**src/rtl/pcore_ctrl_if.sv**
```systemverilog
// ============================================================================
// pcore_ctrl_if : request, result and pcore-side signals of pcore_ctrl
// Revision      : 1.0
// ============================================================================
`default_nettype none

interface pcore_ctrl_if #(
  parameter int CNT_W = 16
);
  logic             in_valid;
  logic             in_ready;
  logic [0:63]      in_data;
  logic [0:127]     in_key;
  logic             in_dec;

  logic             core_st;
  logic             core_d;
  logic [0:63]      core_inp;
  logic [0:127]     core_key;
  logic [0:63]      core_out;

  logic             out_valid;
  logic             out_ready;
  logic [0:63]      out_data;
  logic             out_dec;
  logic [CNT_W-1:0] blk_cnt;

  modport slave (
    input  in_valid, in_data, in_key, in_dec, core_out, out_ready,
    output in_ready, core_st, core_d, core_inp, core_key,
           out_valid, out_data, out_dec, blk_cnt
  );

  modport master (
    output in_valid, in_data, in_key, in_dec, core_out, out_ready,
    input  in_ready, core_st, core_d, core_inp, core_key,
           out_valid, out_data, out_dec, blk_cnt
  );
endinterface

`default_nettype wire

```
**src/rtl/pcore_ctrl.sv**
```systemverilog
// ============================================================================
// pcore_ctrl : request/result sequencer around the fixed-latency PRINCE core
// Revision   : 1.0
// ============================================================================
`default_nettype none

module pcore_ctrl #(
  parameter int CORE_LAT = 12,
  parameter int CNT_W    = 16
) (
  input  logic        clk,
  input  logic        rst,
  pcore_ctrl_if.slave bus
);

  typedef enum logic [1:0] {
    IDLE  = 2'd0,
    START = 2'd1,
    RUN   = 2'd2,
    HOLD  = 2'd3
  } state_t;

  localparam logic [7:0] C_LAT_M1 = 8'(CORE_LAT - 1);

  state_t           r_state;
  logic [7:0]       r_lat;
  logic             r_in_ready;
  logic             r_st;
  logic             r_d;
  logic [0:63]      r_inp;
  logic [0:127]     r_key;
  logic             r_out_valid;
  logic [0:63]      r_out_data;
  logic             r_out_dec;
  logic [CNT_W-1:0] r_cnt;

  // While holding a result the next request may enter on the same edge it drains
  assign bus.in_ready  = (r_state == HOLD) ? bus.out_ready : r_in_ready;
  assign bus.core_st   = r_st;
  assign bus.core_d    = r_d;
  assign bus.core_inp  = r_inp;
  assign bus.core_key  = r_key;
  assign bus.out_valid = r_out_valid;
  assign bus.out_data  = r_out_data;
  assign bus.out_dec   = r_out_dec;
  assign bus.blk_cnt   = r_cnt;

  always_ff @(posedge clk or posedge rst) begin
    if (rst) begin
      r_state     <= IDLE;
      r_lat       <= 8'd0;
      r_in_ready  <= 1'b1;
      r_st        <= 1'b0;
      r_d         <= 1'b0;
      r_inp       <= '0;
      r_key       <= '0;
      r_out_valid <= 1'b0;
      r_out_data  <= '0;
      r_out_dec   <= 1'b0;
      r_cnt       <= '0;
    end else begin
      case (r_state)
        IDLE: begin
          if (bus.in_valid) begin
            r_inp      <= bus.in_data;
            r_key      <= bus.in_key;
            r_d        <= bus.in_dec;
            r_st       <= 1'b1;
            r_in_ready <= 1'b0;
            r_state    <= START;
          end
        end
        START: begin
          r_st    <= 1'b0;
          r_lat   <= C_LAT_M1;
          r_state <= RUN;
        end
        RUN: begin
          // Counter reaches zero on the edge where pcore.out holds the result
          if (r_lat == 8'd0) begin
            r_out_data  <= bus.core_out;
            r_out_dec   <= r_d;
            r_out_valid <= 1'b1;
            r_state     <= HOLD;
          end else begin
            r_lat <= r_lat - 8'd1;
          end
        end
        HOLD: begin
          if (bus.out_ready) begin
            r_out_valid <= 1'b0;
            r_cnt       <= r_cnt + CNT_W'(1);
            if (bus.in_valid) begin
              r_inp   <= bus.in_data;
              r_key   <= bus.in_key;
              r_d     <= bus.in_dec;
              r_st    <= 1'b1;
              r_state <= START;
            end else begin
              r_in_ready <= 1'b1;
              r_state    <= IDLE;
            end
          end
        end
        default: r_state <= IDLE;
      endcase
    end
  end

endmodule

`default_nettype wire

```
**src/flat_wrapper.sv**
```systemverilog
// flat-port wrapper written by rule: the top's interface ports become plain ports
module pcore_ctrl_flat 
#(
  parameter int CORE_LAT = 12,
  parameter int CNT_W    = 16
)
  (clk, rst, bus_in_valid, bus_in_data, bus_in_key, bus_in_dec, bus_core_out, bus_out_ready, bus_in_ready, bus_core_st, bus_core_d, bus_core_inp, bus_core_key, bus_out_valid, bus_out_data, bus_out_dec, bus_blk_cnt);
  pcore_ctrl_if #(.CNT_W(CNT_W)) bus_i ();
  input  logic clk;
  input  logic rst;
  input wire logic [$bits(bus_i.in_valid)-1:0] bus_in_valid;
  input wire logic [$bits(bus_i.in_data)-1:0] bus_in_data;
  input wire logic [$bits(bus_i.in_key)-1:0] bus_in_key;
  input wire logic [$bits(bus_i.in_dec)-1:0] bus_in_dec;
  input wire logic [$bits(bus_i.core_out)-1:0] bus_core_out;
  input wire logic [$bits(bus_i.out_ready)-1:0] bus_out_ready;
  output wire logic [$bits(bus_i.in_ready)-1:0] bus_in_ready;
  output wire logic [$bits(bus_i.core_st)-1:0] bus_core_st;
  output wire logic [$bits(bus_i.core_d)-1:0] bus_core_d;
  output wire logic [$bits(bus_i.core_inp)-1:0] bus_core_inp;
  output wire logic [$bits(bus_i.core_key)-1:0] bus_core_key;
  output wire logic [$bits(bus_i.out_valid)-1:0] bus_out_valid;
  output wire logic [$bits(bus_i.out_data)-1:0] bus_out_data;
  output wire logic [$bits(bus_i.out_dec)-1:0] bus_out_dec;
  output wire logic [$bits(bus_i.blk_cnt)-1:0] bus_blk_cnt;
  assign bus_i.in_valid = bus_in_valid;
  assign bus_i.in_data = bus_in_data;
  assign bus_i.in_key = bus_in_key;
  assign bus_i.in_dec = bus_in_dec;
  assign bus_i.core_out = bus_core_out;
  assign bus_i.out_ready = bus_out_ready;
  assign bus_in_ready = bus_i.in_ready;
  assign bus_core_st = bus_i.core_st;
  assign bus_core_d = bus_i.core_d;
  assign bus_core_inp = bus_i.core_inp;
  assign bus_core_key = bus_i.core_key;
  assign bus_out_valid = bus_i.out_valid;
  assign bus_out_data = bus_i.out_data;
  assign bus_out_dec = bus_i.out_dec;
  assign bus_blk_cnt = bus_i.blk_cnt;
  pcore_ctrl #(.CORE_LAT(CORE_LAT), .CNT_W(CNT_W)) u_core (.clk(clk), .rst(rst), .bus(bus_i));
endmodule
```
**config.mk**
```make
export PLATFORM = sky130hd
export DESIGN_NAME = pcore_ctrl_flat
export DESIGN_NICKNAME = d
export VERILOG_FILES = /design/src/rtl/pcore_ctrl_if.sv /design/src/rtl/pcore_ctrl.sv /design/src/flat_wrapper.sv
export SDC_FILE = /design/constraint.sdc
export NUM_CORES = 1
export LEC_CHECK = 0
export BUFFER_PORTS_ARGS = -buffer_cell sky130_fd_sc_hd__buf_4
export CAP_MARGIN = 20
export CORE_AREA = 4 4 209 211
export CTS_BUF_LIST = sky130_fd_sc_hd__clkbuf_2 sky130_fd_sc_hd__clkbuf_4 sky130_fd_sc_hd__clkbuf_8
export DETAILED_ROUTE_END_ITERATION = 8
export DIE_AREA = 0 0 213 215
export PLACE_DENSITY_LB_ADDON = 0.2
export SETUP_SLACK_MARGIN = 0.2
export SYNTH_ARGS = -nofsm -noshare
export SYNTH_HDL_FRONTEND = slang
export SYNTH_SLANG_ARGS = --single-unit
```
**constraint.sdc**
```tcl
create_clock -name clk -period 15.55 [get_ports clk]
set_input_delay 2.3325 -clock clk [delete_from_list [all_inputs] [get_ports clk]]
set_output_delay 2.3325 -clock clk [all_outputs]
set_load 0.05 [all_outputs]
```
Word-level counts from Yosys, hierarchy flattened. Index checks and enable logic that the tools add are counted.

Register bits after elaboration: 287. Output and inout bits: 277. Input port bits: 261. Word-level logic and storage cells: 62.

Multiplexer cells: 27. Reduce and logical (&&, ||, !) cells: 14. Eq/ne operators: 8. Add/subtract/negate cells: 2.

Operators by type and width (count): 128-bit two-way mux (2); 128-bit one-hot mux with 2 select lines (1); 64-bit two-way mux (2); 64-bit one-hot mux with 2 select lines (1); 16-bit by 1-bit adder with 16-bit output, second input constant (1); 8-bit one-hot mux with 2 select lines (1); 1-bit two-way mux (11); 2-bit AND reduction (5); 8-bit logical NOT (1); 8-bit two-way mux (1); 2-bit inequality test, second input constant (4); 2-bit one-hot mux with 4 select lines (1); 8-bit by 1-bit subtractor with 8-bit output, second input constant (1); 2-bit two-way mux (3); 1-bit one-hot mux with 2 select lines (3); 3-bit AND reduction (2); 2-bit nonzero test (3); 2-bit equality test, second input constant (2); 4-bit AND reduction (1); 1-bit one-hot mux with 3 select lines (1); 3-bit nonzero test (1); 2-bit by 1-bit equality test with 1-bit output, second input constant (1); 2-bit logical NOT (1); 2-bit by 1-bit inequality test with 1-bit output, second input constant (1).

Depth between registers and ports, before layout. Gate-level depths: netlist of the first run.

Depth in word-level cells: 3. Gate-level depth with buffers: 7. Gate-level depth less buffers: 6.

Worst setup path before layout of the first run. OpenSTA, ideal clock, no wires.

Path type: in2out. Start point: in bus_out_ready. End point: out bus_in_ready. Path buffers: 0. Setup slack: 10283 ps. Stages on the path: 2. Arrival time: 2934 ps. Data required time: 13218 ps. Path through: nand2_1 o21ai_0.

Word-level cells in the longest chain between the ends: 1.

RTL lines: from (decl) (RTL line flat_wrapper.sv:16) `input wire logic [$bits(bus_i.out_ready)-1:0] bus_out_ready;`; 1-bit two-way mux (RTL line pcore_ctrl.sv:38) `assign bus.in_ready = (r_state == HOLD) ? bus.out_ready : r_in_ready;`; to (decl) (RTL line flat_wrapper.sv:17) `output wire logic [$bits(bus_i.in_ready)-1:0] bus_in_ready;`.

Every way passes these cells.

Final worst setup path of the first run. Ends and elaborated chain as after synthesis.

==> flow_summary.yaml, run 1 <==
floorplan:
  die_area_mm2: 0.04580
  io_pins: 538
  core.rowCount: 75
  start_util_pct: 26.49
  die_x_um: 213
  die_h_um: 215
  design.core.area_mm2: 0.04176
power:
  finalPower_mw: 4.427
  peakVddDrop_v: 0.0001160
  p_switching_mw: 2.107
  sw_frac_of_total_pct: 47.59
  p_leak_nw: 8.083
  p_per_area_mw_per_mm2: 264.0
  combPwrFrac_pct: 54.2
  seqPwrFrac_pct: 28.7
  p_int_mw: 2.320
  p_clk_share_pct: 17.1
flow_run:
  max_cap_violations: 0
finish:
  finish.utilization_pct: 40.15
  final_cell_mix: "buf_4 (541), dfrtp_1 (286), mux2_2 (211), clkbuf_8 (63), mux2_1 (49)"
  area_growth_pct: 51.59
  drive_gt1_share_pct: 66.20
  postLayoutCellArea_mm2: 0.01677
  finalNetCount: 1524
  mostFrequentLayoutCell: "buf_4"
place:
  gp_congestion: 0.7502
  dp_hpwl_um: 25300
  dpl_cell_area_mm2: 0.01564
  numPortBuffers: 537
detailed_routing:
  wire_per_inst_um: 18.60
  firstDrtPassIters: 4
  vias: 7797
  wl_um: 34170
  drc: 0
  viasPerCell: 4.244
  postRouteAntennaNets: 0
  first_iter_violations: 275
timing:
  period_share_pct: 33.53
  min_period_ns: 5.213
  setup_viol: 0
  clock.fmax_mhz: 191.8
  slew_headroom_pct: 30.47
  rsz0062_at_grt: "no"
  finClkSkew_ns: 0.01605
  hold_viol: 0
  holdWs_ns: 0.4731
  tightest_slew_ns: 1.043
  drv_slew: 0
  fin_setup_tns_ns: 0
min_path:
  hp-class: "flip-flop to flip-flop"
  min_from: "u_core.bus.blk_cnt[15]"
synth:
  ys_seq_area_share_pct: 64.94
  synthArstFlopShare_pct: 100.0
  synth_flop_cell: "dfrtp_1"
  syn_avg_cell_area_um2: 16.08
  synth_seq_cells: 287
  syn_inst: 688
  yosysWarningCount: 0
  syn-num-nets: 958
  synth_cell_type_count: 43
  mappedNetlistArea_mm2: 0.01106
  synth_edf_count: 0
outcome:
  status: "finished clean"
clocking:
  clockBufferDepth: 3
  cts.sinks: 287
  htree_num_levels: 2
  ctsHoldBuffers: 0
  clk_pin_slew_ns: 0.06
  root_buffer: "clkbuf_8"
  clock_latency_ns: 0.60
  tritoncts: "done"
  cts.repair.resized: 0
  cts_buffers: 52
  cts_setup_buffers: 0
critical_path:
  cp_max_fo: 5
  startpoint: "bus_out_ready"
  start_kind: "primary input"
  crit_type: "primary input to output port"
  cp.arrival_ns: 2.88
  rrSetupSlack_ns: 12.05
  reg2regPathDepth: 6
  worstPathRequired_ns: 13.22
  crit_path_end: "bus_in_ready"
  r2r_start: "u_core.r_state[1]"
  cp-end-kind: "output port"
  rr_endpoint: "u_core.bus.core_key[3]"
global_route:
  grtUsageTotal_pct: 14.35
  grt_max_degree: 161
  overflow: 0
  antenna_found_initial: 2
  grt_pass1_vias: 8633
  grt_pass1_wl_um: 51200
logic make-up after synthesis:
| kind of cell | after synthesis | share of synthesized area, % |
|---|---|---|
| buf+inv | 39 | 2.093 |
| xor+xnor | 15 | 1.188 |
| mux | 263 | 26.74 |
| fa+ha+maj | 9 | 1.018 |
| simple gates | 53 | 2.704 |
| flops | 287 | 64.94 |
| compound gates | 22 | 1.312 |
through the flow:
stage               setup WS [ns]  instances
floorplan                   5.299        688
global placement            10.32       1739
detailed placement          10.33       1739
CTS                         10.33       1835
global route                10.29       1837
finish                      10.34       1837
flip-flops by register name, summed over array words and instances, names as in the netlist:
name and count:
u_core.r_in_ready 1, u_core.bus.out_valid 1, u_core.bus.core_key 128, u_core.bus.core_inp 64, u_core.bus.out_data 64, u_core.bus.core_d 1
u_core.bus.out_dec 1, u_core.bus.core_st 1, u_core.r_lat 8, u_core.r_state 2, u_core.bus.blk_cnt 16
synth_stat cells, types with 2 or more instances:
cell	number	area share [%]
o21ai_0	6	0.27
buf_2	11	0.50
nand3_1	7	0.32
mux2i_1	3	0.27
nor2b_1	2	0.11
a21oi_1	5	0.23
or2_2	2	0.11
inv_1	9	0.31
dfrtp_1	286	65
nor2_1	8	0.27
nor3_1	2	0.091
nand4_1	5	0.28
nand2_1	13	0.44
nand2b_1	2	0.11
xor2_1	4	0.32
ha_1	9	1.0
buf_4	17	1.2
mux2_2	211	21
nor3b_1	2	0.14
xnor2_1	11	0.87
mux2_1	49	5.0
a21boi_0	2	0.14
nor4_1	2	0.11
power by group through the flow:
stage / clock (mW) / sequential (mW) / combinational, mW
floorplan: 0 / 2.43 / 0.499
global placement: 0 / 1.27 / 2.42
detailed placement: 0 / 1.28 / 2.43
CTS: 0.792 / 1.27 / 2.43
global route: 0.827 / 1.32 / 2.51
finish: 0.756 / 1.27 / 2.40
how the worst min path moves through the flow:
stage	end	slack, ns	cells past startpoint
floorplan	u_core.r_lat[6]	0.46	1
global placement	u_core.bus.blk_cnt[15]	0.46	1
detailed placement	u_core.bus.blk_cnt[15]	0.46	1
CTS	u_core.bus.blk_cnt[15]	0.48	1
global route	u_core.bus.core_inp[19]	0.51	1
finish	u_core.bus.blk_cnt[15]	0.47	1
area by class of cell:
cell class | count | area, um2
fillers | 3976 | 24990
multi-input cells | 362 | 3657
well taps | 539 | 674.4
diodes | 2 | 5.005
flip-flops and latches | 287 | 7183
clock buffers | 87 | 1047
clock inverters | 9 | 77.57
inverters | 9 | 41.29
repair buffers | 542 | 4081
routing by layer:
layer,vias up,routed length (um),track usage (%)
li1,3566,-,-
met1,3805,12340,15.53
met2,375,16670,24.15
met3,51,4337,7.204
met4,0,811,5.239
met5,-,0,0
critical path: stages:
cell and delay, ns:
buf_4 0.13, nand2_1 0.11, o21ai_0 0.10, buf_4 0.21
Power figures use the tool's default switching activity.
==> inputs of run 2 (changes only) <==
- clock period: 15.55 -> 4.2 ns (I/O delays scaled with it)
==> run 2 against run 1 <==
Net effect: hold slack worse by 0.29 ns; count of clock-buffer cells in the layout did not move; total power rose to 3.7 times the previous value; non-clock buffer count increased by 5; routed wire length grew 3.5%; critical endpoint is now u_core.bus.core_inp[46]; register-to-register slack worse by 10 ns; global-route usage up 0.46 points; via count rose by 0.31%; sequential power grew to 3.7 times the previous value; first-iteration DRC count is 9.5% lower; core utilization increased by 0.14 points; design area grew 0.34%.
==> flow_summary.yaml, run 2 (same netlist as run 1, synthesis figures left out) <==
clocking:
  htree_num_levels: 2
  clock_latency_ns: 0.61
  cts_setup_buffers: 0
  ctsHoldBuffers: 0
  cts_buffers: 53
  tritoncts: "done"
  cts.sinks: 287
  clk_pin_slew_ns: 0.06
  clockBufferDepth: 3
  cts.repair.resized: 0
  root_buffer: "clkbuf_8"
detailed_routing:
  first_iter_violations: 249
  viasPerCell: 4.255
  firstDrtPassIters: 4
  vias: 7821
  postRouteAntennaNets: 0
  wl_um: 35360
  drc: 0
  wire_per_inst_um: 19.24
global_route:
  antenna_found_initial: 1
  overflow: 0
  grt_pass1_vias: 8591
  grt_pass1_wl_um: 52300
  grtUsageTotal_pct: 14.82
  grt_max_degree: 97
power:
  seqPwrFrac_pct: 28.8
  combPwrFrac_pct: 54.3
  p_int_mw: 8.589
  p_switching_mw: 7.875
  peakVddDrop_v: 0.0004230
  sw_frac_of_total_pct: 47.83
  p_clk_share_pct: 16.8
  p_per_area_mw_per_mm2: 978.5
  p_leak_nw: 8.112
  finalPower_mw: 16.46
place:
  dp_hpwl_um: 27130
  gp_congestion: 0.7549
  numPortBuffers: 537
  dp_cells: 1744
  place_ws_ns: 1.556
timing:
  finClkSkew_ns: 0.02689
  drv_slew: 0
  setup_viol: 0
  clock.fmax_mhz: 382.5
  rsz0062_at_grt: "no"
  tightest_slew_ns: 0.8682
  period_share_pct: 62.24
  setup_ws_ns: 1.586
  min_period_ns: 2.614
  hold_viol: 0
  slew_headroom_pct: 42.12
  fin_setup_tns_ns: 0
finish:
  largest_reg_flops: 128
  final_cell_mix: "buf_4 (543), dfrtp_1 (286), mux2_2 (211), clkbuf_8 (68), mux2_1 (49)"
  instances_no_fill: 1838
  finish.utilization_pct: 40.29
  finalNetCount: 1530
  drive_gt1_share_pct: 66.26
  mostFrequentLayoutCell: "buf_4"
  area_growth_pct: 52.12
critical_path:
  slowest_delay_ns: 0.60
  crit_type: "flip-flop to flip-flop"
  reg2regPathDepth: 5
  cp.arrival_ns: 3.10
  cp-end-kind: "flip-flop"
  start_kind: "flip-flop"
  startpoint: "u_core.r_state[1]"
  crit_chain: "ha_1 -> and2_1 -> o21ai_4 -> buf_12 -> mux2_2"
  rr_endpoint: "u_core.bus.core_inp[46]"
  r2r_start: "u_core.r_state[1]"
  worstPathRequired_ns: 4.69
  crit_slowest_cell: "o21ai_4"
  cp_max_fo: 73
  rrSetupSlack_ns: 1.59
floorplan:
  die_x_um: 213
  io_pins: 538
  design.core.area_mm2: 0.04176
  start_util_pct: 26.49
  core.rowCount: 75
  die_area_mm2: 0.04580
  die_h_um: 215
outcome:
  status: "finished clean"
min_path:
  hp-class: "primary input to asynchronous set/reset pin"
flow_run:
  max_cap_violations: 0
run 2: changes by cell type in the layout (fill, tap and decap cells not counted), sizes merged:
| cell | change |
|---|---|
| bufinv | -1 |
| inv | -1 |
| buf | +5 |
| diode | -1 |
| clkinv | -1 |
run 2: power by group through the flow:
stage | clock network [mW] | registers [mW] | logic, mW
after floorplan | 0 | 8.98 | 1.85
after global routing | 3.02 | 4.91 | 9.35
after global placement | 0 | 4.76 | 9.01
after detailed placement | 0 | 4.79 | 9.07
final | 2.77 | 4.75 | 8.94
after CTS | 2.90 | 4.76 | 9.07
run 2: worst max-delay path: cells and delay by family, from the launching register on:
kind,cells,cell delay (ns)
buffers and inverters,1,0.41
and+or+nand+nor,1,0.25
DFF,1,0.43
adders and majority gates,1,0.31
muxes,1,0.40
AOI/OAI and AO/OA,1,0.60
run 2: cell type report:
type                    count  area [um2]
diodes                      1       2.502
inverters                   9       37.54
clock buffers              87        1079
flip-flops and latches    287        7183
repair buffers            547        4156
fillers                  4020       24930
clock inverters             6       35.03
well taps                 539       674.4
multi-input cells         362        3657
run 2: layer usage:
metal / GRT usage, % / up-vias / wire length, um
li1: - / 3579 / -
met1: 16.25 / 3816 / 13080
met2: 25.04 / 375 / 17160
met3: 7.627 / 51 / 4365
met4: 4.381 / 0 / 754
met5: 0 / - / 0
run 2: how the worst max path moves through the flow:
stage	end	slack (ns)
floorplan	u_core.bus.blk_cnt[0]	-0.23
global placement	u_core.bus.core_inp[23]	1.62
detailed placement	u_core.bus.core_key[34]	1.56
CTS	u_core.bus.core_key[40]	1.57
global route	u_core.bus.core_inp[46]	1.46
finish	u_core.bus.core_inp[46]	1.59
run 2: per-stage QoR:
stage	hold slack [ns]	cell area [um2]
3_5_place_dp	0.4671	15710
6_report	0.1811	16820
5_1_grt	0.1700	16820
2_1_floorplan	0.4647	11060
4_1_cts	0.1278	16820
3_3_place_gp	0.4648	15710
==> inputs of run 3 (changes only) <==
- CORE_AREA: 4 4 209 211 -> 4 4 210 212
- DIE_AREA: 0 0 213 215 -> 0 0 214 216
- clock period: 4.2 -> 2.7 ns (I/O delays scaled with it)
==> run 3 against run 2 <==
Net effect: highest routed layer is now met5; design area up 16%; clock skew up 0.0030 ns; first-iteration DRC count up 36%; critical endpoint is now bus_in_ready; die area up 0.94%; sequential power up 55%.
==> flow_summary.yaml, run 3 (same netlist as run 1, synthesis figures left out) <==
finish:
  finalNetCount: 1793
  mostFrequentLayoutCell: "buf_4"
  instances_no_fill: 2097
  postLayoutCellArea_mm2: 0.01946
  largest_reg_flops: 128
  area_growth_pct: 75.97
  drive_gt1_share_pct: 55.36
  finish.utilization_pct: 46.40
  final_cell_mix: "buf_4 (547), dfrtp_1 (286), dlygate4sd3_1 (257), mux2_2 (211), clkbuf_8 (65)"
min_path:
  hp-class: "primary input to flip-flop"
  min_to: "u_core.bus.core_inp[25]"
  min_from: "bus_in_data[38]"
  holdPathStages: 2
critical_path:
  slowest_delay_ns: 0.43
  worstPathRequired_ns: 2.30
  cp-end-kind: "output port"
  path_delay_family: "flip-flops"
  cp.arrival_ns: 1.90
  r2r_start: "u_core.r_state[1]"
  path_buf_inv: 1
  rr_endpoint: "u_core.bus.core_key[12]"
  crit_slowest_cell: "dfrtp_1"
  start_kind: "flip-flop"
  cp_max_fo: 9
  crit_type: "flip-flop to output port"
  crit_chain: "ha_1 -> nand2_1 -> o21ai_0 -> buf_4"
  rrSetupSlack_ns: 0.43
  reg2regPathDepth: 6
place:
  dp_hpwl_um: 27230
  place_ws_ns: 0.4514
  numPortBuffers: 537
  dp_cells: 1751
  gp_congestion: 0.7361
  dpl_cell_area_mm2: 0.01580
detailed_routing:
  firstDrtPassIters: 4
  wl_um: 38100
  vias: 8819
  first_iter_violations: 339
  postRouteAntennaNets: 0
  wire_per_inst_um: 18.17
  drc: 0
  viasPerCell: 4.206
timing:
  fin_setup_tns_ns: 0
  period_share_pct: 85.35
  drv_slew: 0
  setup_viol: 0
  finClkSkew_ns: 0.02990
  tightest_slew_ns: 0.6222
  min_period_ns: 2.305
  slew_headroom_pct: 58.43
  rsz0062_at_grt: "no"
  hold_viol: 0
  clock.fmax_mhz: 433.9
  setup_ws_ns: 0.3954
  holdWs_ns: 0.08382
power:
  peakVddDrop_v: 0.0006842
  p_per_area_mw_per_mm2: 1338
  p_leak_nw: 9.219
  finalPower_mw: 26.04
clocking:
  tritoncts: "done"
  htree_num_levels: 2
  root_buffer: "clkbuf_8"
  cts.sinks: 287
  cts.repair.resized: 0
  cts_buffers: 52
  clk_pin_slew_ns: 0.06
  clock_latency_ns: 0.60
  clockBufferDepth: 3
floorplan:
  design.core.area_mm2: 0.04195
  die_area_mm2: 0.04622
  die_x_um: 214
  start_util_pct: 26.37
  io_pins: 538
  core.rowCount: 75
  die_h_um: 216
global_route:
  grt_max_degree: 77
  grtUsageTotal_pct: 16.14
  grt_pass1_vias: 9935
  overflow: 0
  antenna_found_initial: 3
  grt_pass1_wl_um: 59200
flow_run:
  max_cap_violations: 0
outcome:
  status: "finished clean"
==> run 3: cell count changes in the layout (fill, tap and decap cells not counted) <==
| cell | delta |
|---|---|
| dlygate4sd3_1 | +257 |
| buf_4 | +4 |
| clkinv_2 | -4 |
| buf_12 | +3 |
| clkbuf_8 | -3 |
| clkbuf_4 | +2 |
| bufinv_16 | +1 |
| clkinvlp_4 | -1 |
==> run 3: where the power goes <==
group | switching [mW] | internal, mW
Combinational | 9.48 | 4.85
Sequential | 1.09 | 6.28
Clock | 1.81 | 2.52
Total | 12.4 | 13.7
==> run 3: routing by layer <==
metal	vias up	GRT usage [%]	wire [um]
met5	-	0	27
met3	61	7.075	3699
met1	4279	18.32	14800
met4	4	5.122	852
met2	374	27.53	18730
li1	4101	-	-
==> run 3: how the worst max path moves through the flow <==
| stage | start | endpoint | cells after the start |
|---|---|---|---|
| after floorplan | rst | u_core.bus.blk_cnt[0] | 1 |
| after global placement | u_core.r_state[1] | u_core.bus.core_key[67] | 6 |
| after detailed placement | u_core.r_state[1] | u_core.bus.core_inp[31] | 6 |
| after CTS | u_core.r_state[1] | bus_in_ready | 4 |
| after global routing | u_core.r_state[1] | bus_in_ready | 4 |
| final | u_core.r_state[1] | bus_in_ready | 4 |
==> run 3: cell type report <==
cell class / count / area (um2)
antenna: 1 / 2.502
clock buffer: 86 / 1052
clock inverter: 2 / 37.54
fill: 3761 / 22480
inverter: 9 / 37.54
multi-input combinational: 362 / 3657
sequential: 287 / 7183
tap: 539 / 674.4
timing repair buffer: 811 / 6819
==> run 3: worst register-to-register path, stage by stage (launching register included) <==
cell     delay (ns)
dfrtp_1        0.43
ha_1           0.30
and2_1         0.24
o21ai_4        0.22
buf_4          0.22
buf_12         0.31
mux2_2         0.41
==> run 3: timing repair <==
item | CTS | global route
endpoints found under the hold margin | 267 | 0
setup buffers | 0 | 0
hold buffers | 257 | 0
